[config.mk]
export PLATFORM = sky130hd
export DESIGN_NAME = spi_slave_flat
export DESIGN_NICKNAME = d
export VERILOG_FILES = /design/src/rtl/spi_slave_pkg.sv /design/src/rtl/spi_slave_if.sv /design/src/rtl/spi_slave.sv /design/src/flat_wrapper.sv
export SDC_FILE = /design/constraint.sdc
export NUM_CORES = 1
export LEC_CHECK = 0
export CORE_ASPECT_RATIO = 1.75
export CORE_MARGIN = 2
export CORE_UTILIZATION = 53
export DETAILED_ROUTE_END_ITERATION = 6
export PLACE_DENSITY = 0.86
export SYNTH_ARGS = -nofsm -noshare
export SYNTH_HDL_FRONTEND = slang
export SYNTH_SLANG_ARGS = --single-unit
[constraint.sdc]
create_clock -name clk -period 2.7 [get_ports clk]
set_input_delay 0.405 -clock clk [delete_from_list [all_inputs] [get_ports clk]]
set_output_delay 0.405 -clock clk [all_outputs]
set_load 0.1 [all_outputs]
[src/rtl/spi_slave_pkg.sv]
// Shared types and constants for the SPI slave RAM front end.
package spi_slave_pkg;

    typedef enum logic [2:0] {
        IDLE      = 3'd0,
        CHK_CMD   = 3'd1,
        WRITE     = 3'd2,
        READ_ADD  = 3'd3,
        READ_DATA = 3'd4
    } state_t;

    localparam int RX_BITS = 10;
    localparam int TX_BITS = 8;

endpackage

[src/rtl/spi_slave_if.sv]
// SPI pins plus the word/byte handshake toward the RAM controller.
interface spi_slave_if #(
    parameter int ADDR_SIZE = 10,
    parameter int TX_SIZE   = 8
);
    logic                 SS_n;
    logic                 MOSI;
    logic                 MISO;
    logic [ADDR_SIZE-1:0] rx_data;
    logic                 rx_valid;
    logic [TX_SIZE-1:0]   tx_data;
    logic                 tx_valid;

    modport slave (
        input  SS_n, MOSI, tx_data, tx_valid,
        output MISO, rx_data, rx_valid
    );

    modport master (
        output SS_n, MOSI, tx_data, tx_valid,
        input  MISO, rx_data, rx_valid
    );
endinterface

[src/rtl/spi_slave.sv]
// SPI slave: command bit selects the phase, 10-bit word deserialised to
// rx_data, RAM read byte serialised back on MISO MSB first.
module spi_slave
    import spi_slave_pkg::*;
#(
    parameter int ADDR_SIZE = RX_BITS,
    parameter int TX_SIZE   = TX_BITS
) (
    input  logic         clk,
    input  logic         rst,
    spi_slave_if.slave   bus
);

    state_t                CS, NS;
    logic [3:0]            counter;
    logic [3:0]            tx_cnt;
    logic [ADDR_SIZE-1:0]  shift;
    logic [TX_SIZE-1:0]    tx_shift;
    logic                  tx_busy;
    logic                  tx_done;
    logic                  rd_addr_seen;
    logic                  miso_q;
    logic [ADDR_SIZE-1:0]  rx_data_q;
    logic                  rx_valid_q;

    assign bus.MISO     = miso_q;
    assign bus.rx_data  = rx_data_q;
    assign bus.rx_valid = rx_valid_q;

    always_comb begin
        NS = CS;
        if (bus.SS_n) begin
            NS = IDLE;
        end else begin
            case (CS)
                IDLE:    NS = CHK_CMD;
                CHK_CMD: begin
                    if (!bus.MOSI)        NS = WRITE;
                    else if (rd_addr_seen) NS = READ_DATA;
                    else                   NS = READ_ADD;
                end
                default: NS = CS;
            endcase
        end
    end

    always_ff @(posedge clk) begin
        if (rst) begin
            CS           <= IDLE;
            counter      <= '0;
            tx_cnt       <= '0;
            shift        <= '0;
            tx_shift     <= '0;
            tx_busy      <= 1'b0;
            tx_done      <= 1'b0;
            rd_addr_seen <= 1'b0;
            miso_q       <= 1'b0;
            rx_data_q    <= '0;
            rx_valid_q   <= 1'b0;
        end else begin
            CS         <= NS;
            rx_valid_q <= 1'b0;
            if (bus.SS_n) begin
                // Frame ended or aborted: drop any partial word or byte.
                counter <= '0;
                tx_cnt  <= '0;
                tx_busy <= 1'b0;
                tx_done <= 1'b0;
                miso_q  <= 1'b0;
            end else if (CS == WRITE || CS == READ_ADD || CS == READ_DATA) begin
                if (counter != 4'(ADDR_SIZE)) begin
                    shift   <= {shift[ADDR_SIZE-2:0], bus.MOSI};
                    counter <= counter + 4'd1;
                    if (counter == 4'(ADDR_SIZE - 1)) begin
                        rx_data_q  <= {shift[ADDR_SIZE-2:0], bus.MOSI};
                        rx_valid_q <= 1'b1;
                        if (CS == READ_ADD)
                            rd_addr_seen <= 1'b1;
                    end
                end else if (CS == READ_DATA) begin
                    if (tx_busy) begin
                        if (tx_cnt == 4'(TX_SIZE)) begin
                            miso_q       <= 1'b0;
                            tx_busy      <= 1'b0;
                            tx_done      <= 1'b1;
                            rd_addr_seen <= 1'b0;
                        end else begin
                            miso_q   <= tx_shift[TX_SIZE-2];
                            tx_shift <= tx_shift << 1;
                            tx_cnt   <= tx_cnt + 4'd1;
                        end
                    end else if (!tx_done && bus.tx_valid) begin
                        // MSB goes out on the latch edge itself.
                        tx_shift <= bus.tx_data;
                        miso_q   <= bus.tx_data[TX_SIZE-1];
                        tx_cnt   <= 4'd1;
                        tx_busy  <= 1'b1;
                    end
                end
            end
        end
    end

endmodule

[src/flat_wrapper.sv]
// flat-port wrapper written by rule: the top's interface ports become plain ports
module spi_slave_flat import spi_slave_pkg::*;
#(
    parameter int ADDR_SIZE = RX_BITS,
    parameter int TX_SIZE   = TX_BITS
)
  (clk, rst, bus_SS_n, bus_MOSI, bus_tx_data, bus_tx_valid, bus_MISO, bus_rx_data, bus_rx_valid);
  spi_slave_if #(.ADDR_SIZE(ADDR_SIZE), .TX_SIZE(TX_SIZE)) bus_i ();
  input  logic clk;
  input  logic rst;
  input wire logic [$bits(bus_i.SS_n)-1:0] bus_SS_n;
  input wire logic [$bits(bus_i.MOSI)-1:0] bus_MOSI;
  input wire logic [$bits(bus_i.tx_data)-1:0] bus_tx_data;
  input wire logic [$bits(bus_i.tx_valid)-1:0] bus_tx_valid;
  output wire logic [$bits(bus_i.MISO)-1:0] bus_MISO;
  output wire logic [$bits(bus_i.rx_data)-1:0] bus_rx_data;
  output wire logic [$bits(bus_i.rx_valid)-1:0] bus_rx_valid;
  assign bus_i.SS_n = bus_SS_n;
  assign bus_i.MOSI = bus_MOSI;
  assign bus_i.tx_data = bus_tx_data;
  assign bus_i.tx_valid = bus_tx_valid;
  assign bus_MISO = bus_i.MISO;
  assign bus_rx_data = bus_i.rx_data;
  assign bus_rx_valid = bus_i.rx_valid;
  spi_slave #(.ADDR_SIZE(ADDR_SIZE), .TX_SIZE(TX_SIZE)) u_core (.clk(clk), .rst(rst), .bus(bus_i));
endmodule
[Yosys cells after proc, flatten, opt, wreduce, memory -nomap -nowiden]
Cells that the tools add are included.
Word-level totals
  register bits after elaboration: 42
  logic and storage cells: 69
  output and inout port bits: 12
  bits of input ports: 13
Cells by class
  add/subtract/negate cells: 2
  mux-type cells: 22
  reduce and logical (&&, ||, !) cells: 21
  bitwise gates (word level): 3
  equality and inequality tests: 10
Operators with widths (number)
  $mux W7: 3
  $mux W1: 13
  $mux W4: 3
  $reduce_and A5 Y1: 2
  $reduce_bool A2 Y1: 5
  $add A4 B1 Y4 const B: 2
  $eq A4 B4 Y1 const B: 2
  $reduce_and A4 Y1: 2
  $reduce_and A7 Y1: 1
  $eq A3 B2 Y1 const B: 2
  $mux W3: 2
  $ne A2 B2 Y1 const B: 3
  $pmux W3 S2: 1
  $reduce_and A3 Y1: 2
  $reduce_and A6 Y1: 1
  $ne A4 B4 Y1 const B: 1
  $reduce_or A4 Y1: 1
  $eq A3 B1 Y1 const B: 1
  $eq A3 B3 Y1 const B: 1
  $logic_not A3 Y1: 1
  $not A1 Y1: 3
  $logic_or A1 B1 Y1: 2
  $reduce_and A2 Y1: 1
  $reduce_or A2 Y1: 1
  other kinds (2): 2

[Depth between registers and ports, before layout]
Gate-level depths: netlist of run 1.
  word-level depth: 5
  gate-level depth with buffers: 8
  depth with buffers taken out: 6

[Worst setup path after synthesis of run 1]
No wires, ideal clock.
  path type: reg-to-reg
  start point: register u_core.counter[0]
  end point: register u_core.rx_data_q[2] (netlist: u_core.bus.rx_data[2])
  period minus slack after synthesis: 2136 ps
  library setup time: 128 ps
  data required time: 2572 ps
  stages on the path, launching flop included: 9
  arrival time: 2009 ps
  path slack: 564 ps
  path buffers: 2
  cells stage by stage: dfxtp_1 inv_1 ha_1 and3b_1 clkbuf_1 a2111oi_1 buf_2 mux2i_1 nor2_1
On the way
  longest elaborated chain between the ends: 2
  elaborated cells between the ends (all ways): 3
  those cells by class: eq/ne: 2; reduce/logical: 1
RTL lines
  from (decl): RTL line spi_slave.sv:15  | logic [3:0] counter;
  from (signal assigned): RTL line spi_slave.sv:73  | counter <= counter + 4'd1;
  $eq A4 B4 Y1 / $ne A4 B4 Y1 (equally long branches): RTL line spi_slave.sv:74, spi_slave.sv:71
  $reduce_and A4 Y1 (no line) (*)
  to (signal assigned): RTL line spi_slave.sv:75  | rx_data_q <= {shift[ADDR_SIZE-2:0], bus.MOSI};
  to (decl): RTL line spi_slave.sv:23  | logic [ADDR_SIZE-1:0] rx_data_q;
Mark *: on every way between the ends. The rest lies on a longest branch, timed or not.
A chain may end at the register's enable or synchronous reset.

[Final worst setup path of run 1]
  start point: register u_core.CS[2]
  end point: register u_core.tx_cnt[3]
On the way
  longest elaborated chain between the ends: 4
  elaborated cells between the ends (all ways): 6
  those cells by class: eq/ne: 3; reduce/logical: 3
RTL lines
  from (decl): RTL line spi_slave.sv:14  | state_t CS, NS;
  from (signal assigned): RTL line spi_slave.sv:49  | CS <= IDLE;
  from (signal assigned): RTL line spi_slave.sv:61  | CS <= NS;
  $eq A3 B2 Y1: RTL line spi_slave.sv:70  | end else if (CS == WRITE || CS == READ_ADD || CS == READ_DATA) begin
  $logic_or A1 B1 Y1 (2 in a row): RTL line spi_slave.sv:70
  $reduce_and A5 Y1 (no line) (*)
  to (signal assigned): RTL line spi_slave.sv:90  | tx_cnt <= tx_cnt + 4'd1;
  to (decl): RTL line spi_slave.sv:16  | logic [3:0] tx_cnt;
Marks and branches as above.

==> results.toml, run 1 <==
[clocking]
cts_hold_buf = 0
cts.path.max_buffers = 2
ctsResizeCount = 0
cts_tree = "done"
htreeDepth = 2
cts_made_buffers = 5
clkSinkCount = 42
clkTransAtPathRegs_ns = 0.08
worstSkewPairLatency_ns = 0.30
ctsRootBufferMaster = "clkbuf_8"
postCtsSetupBuffers = 0

[synthesis]
ys_types = 40
syn_area_um2 = 1850
ys_ff_latch = 42
ys_async_sr_fraction = 0
synth_ff_type = "dfxtp_1"
synth_common_cells = "dfxtp_1, nor2_1, mux2i_1"
synth_nets = 215
yosysWarnings = 0
synth_top_family_by_area = "simple AND/OR/NAND/NOR gates"
synth_top_area_share = 0.455
synthMuxAreaShare = 0.146
synth.area.top_cells = "dfxtp_1, mux2i_1, nor2_1, a21oi_1, ha_1"
synth_fa_ha_area_frac = 0.0338
synth_area_leader_cell = "dfxtp_1"
synth_edf_count = 0
syn_inst = 197
yosys.area_share.simple = 0.164
synth_compound_area_frac = 0.148
postSynthAreaPerCell_um2 = 9.39
synth.most_common_cell = "dfxtp_1"
ys_seq_area_frac = 0.455
yosys.area_share.xor_xnor = 0.00947

[pwr]
p_per_area_nw_per_um2 = 497
leakagePower_nw = 0.755
ir_worst_vdd_uv = 402

[final_layout]
drive_gt1_frac = 0.131
nets = 239
n_antenna_cell = 0
fin_util = 0.654
area_growth_pct = 18.9

[sta]
max-slew-margin-rel = 0.521
period_share = 0.776
max_freq_mhz = 477
worst_slew_pin_slew_ns = 0.717
setup_viol = 0
skew_ns = 0.00999
final-hold-violation-count = 0
post-route-min-period_ns = 2.10
rsz0062_at_grt = "false"
finalSetupTns_ns = 0
slew_violations = 0

[job]
maxCapViolCount = 0

[global_routing]
grtUsageTotal = 0.217
grt_max_degree = 29
grt_pass1_wl_um = 6750
grt.overflow.total = 0
grt_antenna_before_repair = 0
grt_pass1_vias = 1477

[die]
start_util = 0.550
die-area_um2 = 4000
die_w_um = 48.7
ios = 25
fp.dieH_um = 82.1
rows = 28
core-area_um2 = 3360

[hold_path]
hold_path_end = "u_core.bus.rx_data[9]$_SDFFE_PP0P_"
hold_depth = 2
hp-class = "flip-flop to flip-flop"
hp-start = "u_core.shift[8]$_SDFFE_PP0P_"

[worst_setup_path]
r2r_cells = 4
required_ns = 2.93
crit_type = "flip-flop to flip-flop"
rrSetupSlack_ns = 0.60
worstPathMaxFanout = 8
regToRegStartpoint = "u_core.CS[2]$_SDFFE_PP0P_"
reg2reg_to = "u_core.tx_cnt[3]$_SDFFE_PP0P_"
cp-start-kind = "flip-flop"
cp-end-kind = "flip-flop"
critPathLaunch = "u_core.CS[2]$_SDFFE_PP0P_"
arrival_ns = 2.32

[routing]
drtIter0Drc = 40
drc = 0
firstDrtPassIters = 4
wire_per_inst_um = 14.8
routed-via-count = 1523
avgViaCountPerCell = 5.70
drtAntennaViolNets = 0
routed_wl_um = 3950

[status]
outcome = "finished clean"

[placed_design]
port_buffers = 24
hpwl_um = 2750
gp_congestion = 0.933
## worst max-delay path by stage
stage / cells after the start / slack [ns] / endpoint
2_1_floorplan: 8 / 0.56 / u_core.bus.rx_data[2]$_SDFFE_PP0P_
3_3_place_gp: 4 / 0.68 / u_core.tx_cnt[3]$_SDFFE_PP0P_
3_5_place_dp: 4 / 0.63 / u_core.tx_cnt[3]$_SDFFE_PP0P_
4_1_cts: 4 / 0.59 / u_core.tx_cnt[3]$_SDFFE_PP0P_
5_1_grt: 5 / 0.48 / u_core.rd_addr_seen$_SDFFE_PP0P_
6_report: 4 / 0.60 / u_core.tx_cnt[3]$_SDFFE_PP0P_
## layout by cell type, fill, tap and decap left out, types with 2 or more instances in the layout
cell	netlist	final
dfxtp_1	42	42
nor2_1	32	32
mux2i_1	27	27
buf_4	0	17
a21oi_1	13	13
clkdlybuf4s50_1	0	12
inv_1	8	8
o21ai_0	6	6
a311oi_1	6	6
clkbuf_8	0	6
ha_1	5	5
a31oi_1	4	4
nand3_1	4	4
nor2b_1	3	3
nand2_1	3	3
or4_1	3	3
nand2b_1	2	2
a211oi_1	2	2
nand3b_1	2	2
o31ai_1	2	2
nand4_1	2	2
## sequential cells by signal, summed over array words and instances, names as in the netlist
| signal | flops |
|---|---|
| u_core.tx_shift | 7 |
| u_core.tx_done | 1 |
| u_core.tx_cnt | 4 |
| u_core.tx_busy | 1 |
| u_core.CS | 3 |
| u_core.bus.MISO | 1 |
| u_core.counter | 4 |
| u_core.bus.rx_valid | 1 |
| u_core.shift | 9 |
| u_core.bus.rx_data | 10 |
| u_core.rd_addr_seen | 1 |
## critical path, cell delays in order (launching register included)
cell     delay, ns
dfxtp_1       0.41
or3b_4        0.44
or3_1         0.51
or4_1         0.50
a31oi_1       0.16
## layer usage
metal | global-route usage | wire (um) | up-vias
met5 | 0 | 0 | -
met2 | 0.385 | 2130 | 45
met3 | 0.0414 | 175 | 10
met4 | 0.114 | 93 | 0
met1 | 0.247 | 1560 | 714
li1 | - | - | 754
## where the power goes
part	internal, mW	total, mW	switching (mW)
clock	0.206	0.414	0.208
sequential	0.621	0.624	0.00320
combinational	0.0263	0.0551	0.0288
total	0.854	1.09	0.240
## kinds of logic (layout without fill, tap and decap cells)
logic type,count (synthesis),after routing
AOI/OAI and AO/OA,41,41
muxes,27,27
adders and majority gates,5,5
xor gates and xnor gates,2,2
DFF,42,42
and+or+nand+nor,60,60
buffers and inverters,20,45
## final cells by class
cell class	instances	area, um2
flip-flops and latches	42	841
clock inverters	1	5.00
inverters	8	30.0
repair buffers	29	248
fillers	277	1160
multi-input cells	135	933
clock buffers	7	86.3
well taps	45	56.3
## metrics by stage
step / std cells / power (mW) / hold slack, ns / setup WS [ns] / instance area [um2]
2_1_floorplan: 197 / 0.665 / 0.437 / 0.564 / 1850
3_5_place_dp: 259 / 0.693 / 0.462 / 0.630 / 2110
3_3_place_gp: 259 / 0.693 / 0.454 / 0.677 / 2110
4_1_cts: 267 / 1.10 / 0.500 / 0.591 / 2200
6_report: 267 / 1.09 / 0.494 / 0.604 / 2200
5_1_grt: 267 / 1.12 / 0.519 / 0.481 / 2200
No activity file was read; power rests on OpenSTA's default activity.
==> run 2: changes to the inputs <==
==> constraint.sdc (replaced) <==
create_clock -name clk -period 2 [get_ports clk]
set_input_delay 0.3 -clock clk [delete_from_list [all_inputs] [get_ports clk]]
set_output_delay 0.3 -clock clk [all_outputs]
set_load 0.1 [all_outputs]
==> run 2 against run 1 <==
Compared with the run above: worst hold slack worse by 0.020 ns; sequential power is 35% higher; total power up 42%; die area did not move; count of clock-buffer cells in the layout increased by 1; core utilization rose by 4.1 points; non-clock buffer count up 10; via count is 0.98% higher; first-iteration DRC count down 43%.
==> results.toml, run 2 (same netlist as run 1, synthesis figures left out) <==
[final_layout]
n_antenna_cell = 0
area_growth_pct = 26.4
nets = 249
layout_common_cells = "dfxtp_1, nor2_1, mux2i_1, buf_4, a21oi_1"
drive_gt1_frac = 0.190
final_common_cell = "dfxtp_1"
finalInstanceArea_um2 = 2340
largest_register_ffs = 10

[global_routing]
busiest_layer = "met2"
grt_antenna_before_repair = 0
use_met1 = 0.231
grtUsageMet3 = 0.0378
grt_max_degree = 30
met2_usage = 0.393
grt_pass1_wl_um = 6550
grtUsageTotal = 0.210
grt.overflow.total = 0
grt_pass1_vias = 1483

[sta]
worst_slew_pin_slew_ns = 0.461
skew_ns = 0.0104
rsz0062_at_grt = "false"
max_freq_mhz = 521
max-slew-margin-rel = 0.692
post-route-min-period_ns = 1.92
period_share = 0.960
fin_ws_ns = 0.0808
final-hold-violation-count = 0
setup_viol = 0
finalSetupTns_ns = 0
slew_violations = 0

[pwr]
p_per_area_nw_per_um2 = 665
p_seq_frac = 0.542
swShare = 0.212
leakagePower_nw = 0.818
p_int_mw = 1.22
ir_worst_vdd_uv = 694
clockPowerShare = 0.407
combinationalPowerShare = 0.050
p_sw_mw = 0.329

[worst_setup_path]
worstPathMaxFanout = 6
crit_type = "flip-flop to flip-flop"
cp-start-kind = "flip-flop"
required_ns = 2.22
arrival_ns = 2.14
cp-end-kind = "flip-flop"

[placed_design]
port_buffers = 24
dpl_worst_slack_ns = 0.0320
placed_area_um2 = 2180
gp_congestion = 0.918
hpwl_um = 2650

[job]
maxCapViolCount = 0

[die]
start_util = 0.550
core-area_um2 = 3360
ios = 25
die-area_um2 = 4000
die_w_um = 48.7
rows = 28
fp.dieH_um = 82.1

[clocking]
ctsResizeCount = 0
worstSkewPairLatency_ns = 0.30
cts_tree = "done"
ctsRootBufferMaster = "clkbuf_8"
clkTransAtPathRegs_ns = 0.08
cts_made_buffers = 5
htreeDepth = 2
cts.path.max_buffers = 2
postCtsSetupBuffers = 0
cts_hold_buf = 0
clkSinkCount = 42

[routing]
drtIter0Drc = 23
drtAntennaViolNets = 0
routed_wl_um = 3900
routed-via-count = 1538
avgViaCountPerCell = 5.55
firstDrtPassIters = 4
wire_per_inst_um = 14.1
drc = 0

[status]
outcome = "finished clean"

[hold_path]
hp-class = "flip-flop to flip-flop"
==> run 2: cell count changes in the layout (fill, tap and decap cells not counted), sizes merged <==
cell / change
clkinv: -1
buf: +10
clkbuf: +1
==> run 2: final cells by class <==
| cell class | instances | area (um2) |
|---|---|---|
| clock buffers | 8 | 110 |
| fillers | 290 | 1030 |
| inverters | 8 | 30.0 |
| multi-input cells | 135 | 976 |
| flip-flops and latches | 42 | 842 |
| well taps | 45 | 56.3 |
| repair buffers | 39 | 323 |
==> run 2: per-stage QoR <==
stage / std cells / hold WS (ns) / power, mW / utilization
2_1_floorplan: 197 / 0.437 / 0.898 / -
3_3_place_gp: 268 / 0.453 / 0.937 / 0.648
3_5_place_dp: 268 / 0.460 / 0.938 / 0.648
4_1_cts: 276 / 0.476 / 1.56 / 0.681
5_1_grt: 277 / 0.496 / 1.61 / 0.695
6_report: 277 / 0.473 / 1.55 / 0.695
==> run 2: per-layer routing <==
layer  vias to the layer above  part of all wire
li1                        773                 -
met1                       724              0.44
met2                        31              0.51
met3                        10             0.031
met4                         0             0.023
met5                         -                 0
==> run 2: critical path: stages, from the launching register on <==
cell     delay (ns)
dfxtp_1        0.35
or3b_4         0.45
or3_1          0.40
or4_1          0.46
a31oi_1        0.18
==> run 2: final timing paths <==
path,slack [ns],cells after the start,endpoint,startpoint
max,0.08,4,u_core.tx_cnt[3]$_SDFFE_PP0P_,u_core.CS[0]$_SDFFE_PP0P_
max reg2reg,0.08,4,u_core.tx_cnt[3]$_SDFFE_PP0P_,u_core.CS[0]$_SDFFE_PP0P_
min reg2reg,0.47,2,u_core.tx_shift[0]$_SDFFE_PP0P_,u_core.tx_shift[0]$_SDFFE_PP0P_
min,0.47,2,u_core.tx_shift[0]$_SDFFE_PP0P_,u_core.tx_shift[0]$_SDFFE_PP0P_
==> run 2: power groups by stage <==
stage	Sequential (mW)	Combinational (mW)	Clock (mW)
after detailed placement	0.862	0.0762	0
after floorplan	0.861	0.0367	0
final	0.842	0.0784	0.633
after global routing	0.843	0.0854	0.681
after CTS	0.842	0.0763	0.644
after global placement	0.862	0.0755	0
==> run 3: changes to the inputs <==
--- a/config.mk
+++ b/config.mk
@@ -6,10 +6,11 @@
 export NUM_CORES = 1
 export LEC_CHECK = 0
 export CORE_ASPECT_RATIO = 1.75
-export CORE_MARGIN = 2
+export CORE_MARGIN = 1
 export CORE_UTILIZATION = 53
 export DETAILED_ROUTE_END_ITERATION = 6
 export PLACE_DENSITY = 0.86
+export SKIP_CTS_REPAIR_TIMING = 1
 export SYNTH_ARGS = -nofsm -noshare
 export SYNTH_HDL_FRONTEND = slang
 export SYNTH_SLANG_ARGS = --single-unit
==> run 3 against run 2 <==
Compared with the run above: combinational power shrank 1%; worst setup slack lost 0.028 ns; first-iteration DRC count increased by 57%; clock power shrank 12%; sequential share of layout area is 0.70 points higher; flip-flop and latch count unchanged; core utilization shrank 1.2 points; sequential power barely moved; routed wire length shrank 2.5%; via count down 1.6%; largest cell class unchanged.
==> results.toml, run 3 (same netlist as run 1, synthesis figures left out) <==
[worst_setup_path]
cp-end-kind = "flip-flop"
regToRegStartpoint = "u_core.CS[1]$_SDFFE_PP0P_"
path_depth = 4
cp-start-kind = "flip-flop"
reg2reg_to = "u_core.tx_cnt[3]$_SDFFE_PP0P_"
critPathLaunch = "u_core.CS[1]$_SDFFE_PP0P_"
arrival_ns = 2.17
worstPathMaxFanout = 7
path_buf_inv = 0
rrSetupSlack_ns = 0.05
crit_type = "flip-flop to flip-flop"
slowest_stage = "or4_1"
cp_cell_sequence = "or3b_4 -> or3_1 -> or4_1 -> a31oi_1"
cpPeakStageDelay_ns = 0.48
cp_top_family = "simple AND/OR/NAND/NOR gates"
r2r_cells = 4
required_ns = 2.22

[final_layout]
area_growth_pct = 24.2
final_common_cell = "dfxtp_1"
nets = 247
layout_common_cells = "dfxtp_1, nor2_1, mux2i_1, buf_4, a21oi_1"
n_fill_cell = 292
drive_gt1_frac = 0.183
multi_input_area_um2 = 963
fin_cells = 275
seqCellArea_um2 = 843
largest_register_ffs = 10
n_antenna_cell = 0

[placed_design]
hpwl_um = 2600
dpl_worst_slack_ns = 0.0428
dp.cells = 266
port_buffers = 24
gp_congestion = 0.841

[sta]
period_share = 0.974
rsz0062_at_grt = "false"
skew_ns = 0.00782
finalSetupTns_ns = 0
final-hold-violation-count = 0
max_freq_mhz = 513
slew_violations = 0
worst_slew_pin_slew_ns = 0.498
setup_viol = 0
max-slew-margin-rel = 0.667
post-route-min-period_ns = 1.95
fin_ws_ns = 0.0526

[global_routing]
grt_pass1_vias = 1333
grt_pass1_wl_um = 6030
grt_antenna_before_repair = 0
grt.overflow.total = 0
grt_max_degree = 30
grtUsageTotal = 0.223

[die]
core-area_um2 = 3360
start_util = 0.550
die_w_um = 46.7
die-area_um2 = 3740
rows = 28
fp.dieH_um = 80.1
ios = 25

[clocking]
ctsRootBufferMaster = "clkbuf_8"
cts_tree = "done"
htreeDepth = 2
cts.path.max_buffers = 2
cts_made_buffers = 5
worstSkewPairLatency_ns = 0.30
clkTransAtPathRegs_ns = 0.08
clkSinkCount = 42

[hold_path]
hp-start = "u_core.bus.MISO$_SDFFE_PP0P_"
hold_path_end = "u_core.bus.MISO$_SDFFE_PP0P_"
hold_depth = 2
hp-class = "flip-flop to flip-flop"

[routing]
wire_per_inst_um = 13.8
wl_met2_um = 1970
drc = 0
routed_wl_um = 3800
firstDrtPassIters = 4
wl_met1_um = 1640
avgViaCountPerCell = 5.50
top_layer_used = "met4"
dr_wl_met3_um = 89
drtIter0Drc = 36
drtAntennaViolNets = 0
routed-via-count = 1513

[job]
maxCapViolCount = 0

[pwr]
ir_worst_vdd_uv = 607
leakagePower_nw = 0.799
p_per_area_nw_per_um2 = 643

[status]
outcome = "finished clean"
run 3: metal layers:
layer / vias to the layer above / global-route usage
li1: 768 / -
met4: 0 / 0.117
met1: 718 / 0.263
met5: - / 0
met2: 20 / 0.358
met3: 7 / 0.0539
run 3: how the worst max path moves through the flow:
| stage | to |
|---|---|
| after floorplan | u_core.bus.rx_data[2]$_SDFFE_PP0P_ |
| after global placement | u_core.rd_addr_seen$_SDFFE_PP0P_ |
| after detailed placement | u_core.rd_addr_seen$_SDFFE_PP0P_ |
| after CTS | u_core.rd_addr_seen$_SDFFE_PP0P_ |
| after global routing | u_core.tx_cnt[3]$_SDFFE_PP0P_ |
| final | u_core.tx_cnt[3]$_SDFFE_PP0P_ |
run 3: through the flow:
stage	hold slack (ns)	utilization	area, um2	total power [mW]
2_1_floorplan	0.437	-	1860	0.898
3_3_place_gp	0.450	0.644	2170	0.937
3_5_place_dp	0.470	0.644	2170	0.937
4_1_cts	0.481	0.671	2260	1.49
5_1_grt	0.510	0.683	2300	1.52
6_report	0.478	0.683	2300	1.48
run 3: power by group:
part	internal [mW]	total (mW)	switching (mW)
Clock	0.278	0.558	0.279
Sequential	0.839	0.842	0.00379
Combinational	0.0373	0.0774	0.0401
Total	1.15	1.48	0.323
run 3: final cells by class:
| type | count | area share |
|---|---|---|
| multi-input combinational | 135 | 0.420 |
| sequential | 42 | 0.367 |
| timing repair buffer | 37 | 0.136 |
| clock buffer | 7 | 0.0376 |
| tap | 45 | 0.0245 |
| inverter | 8 | 0.0131 |
| clock inverter | 1 | 0.00218 |
run 3: tightest hold or removal path: cells and delay by family, from the launching register on:
kind / cells / cell delay, ns
compound gates: 2 / 0.12
flops: 1 / 0.31
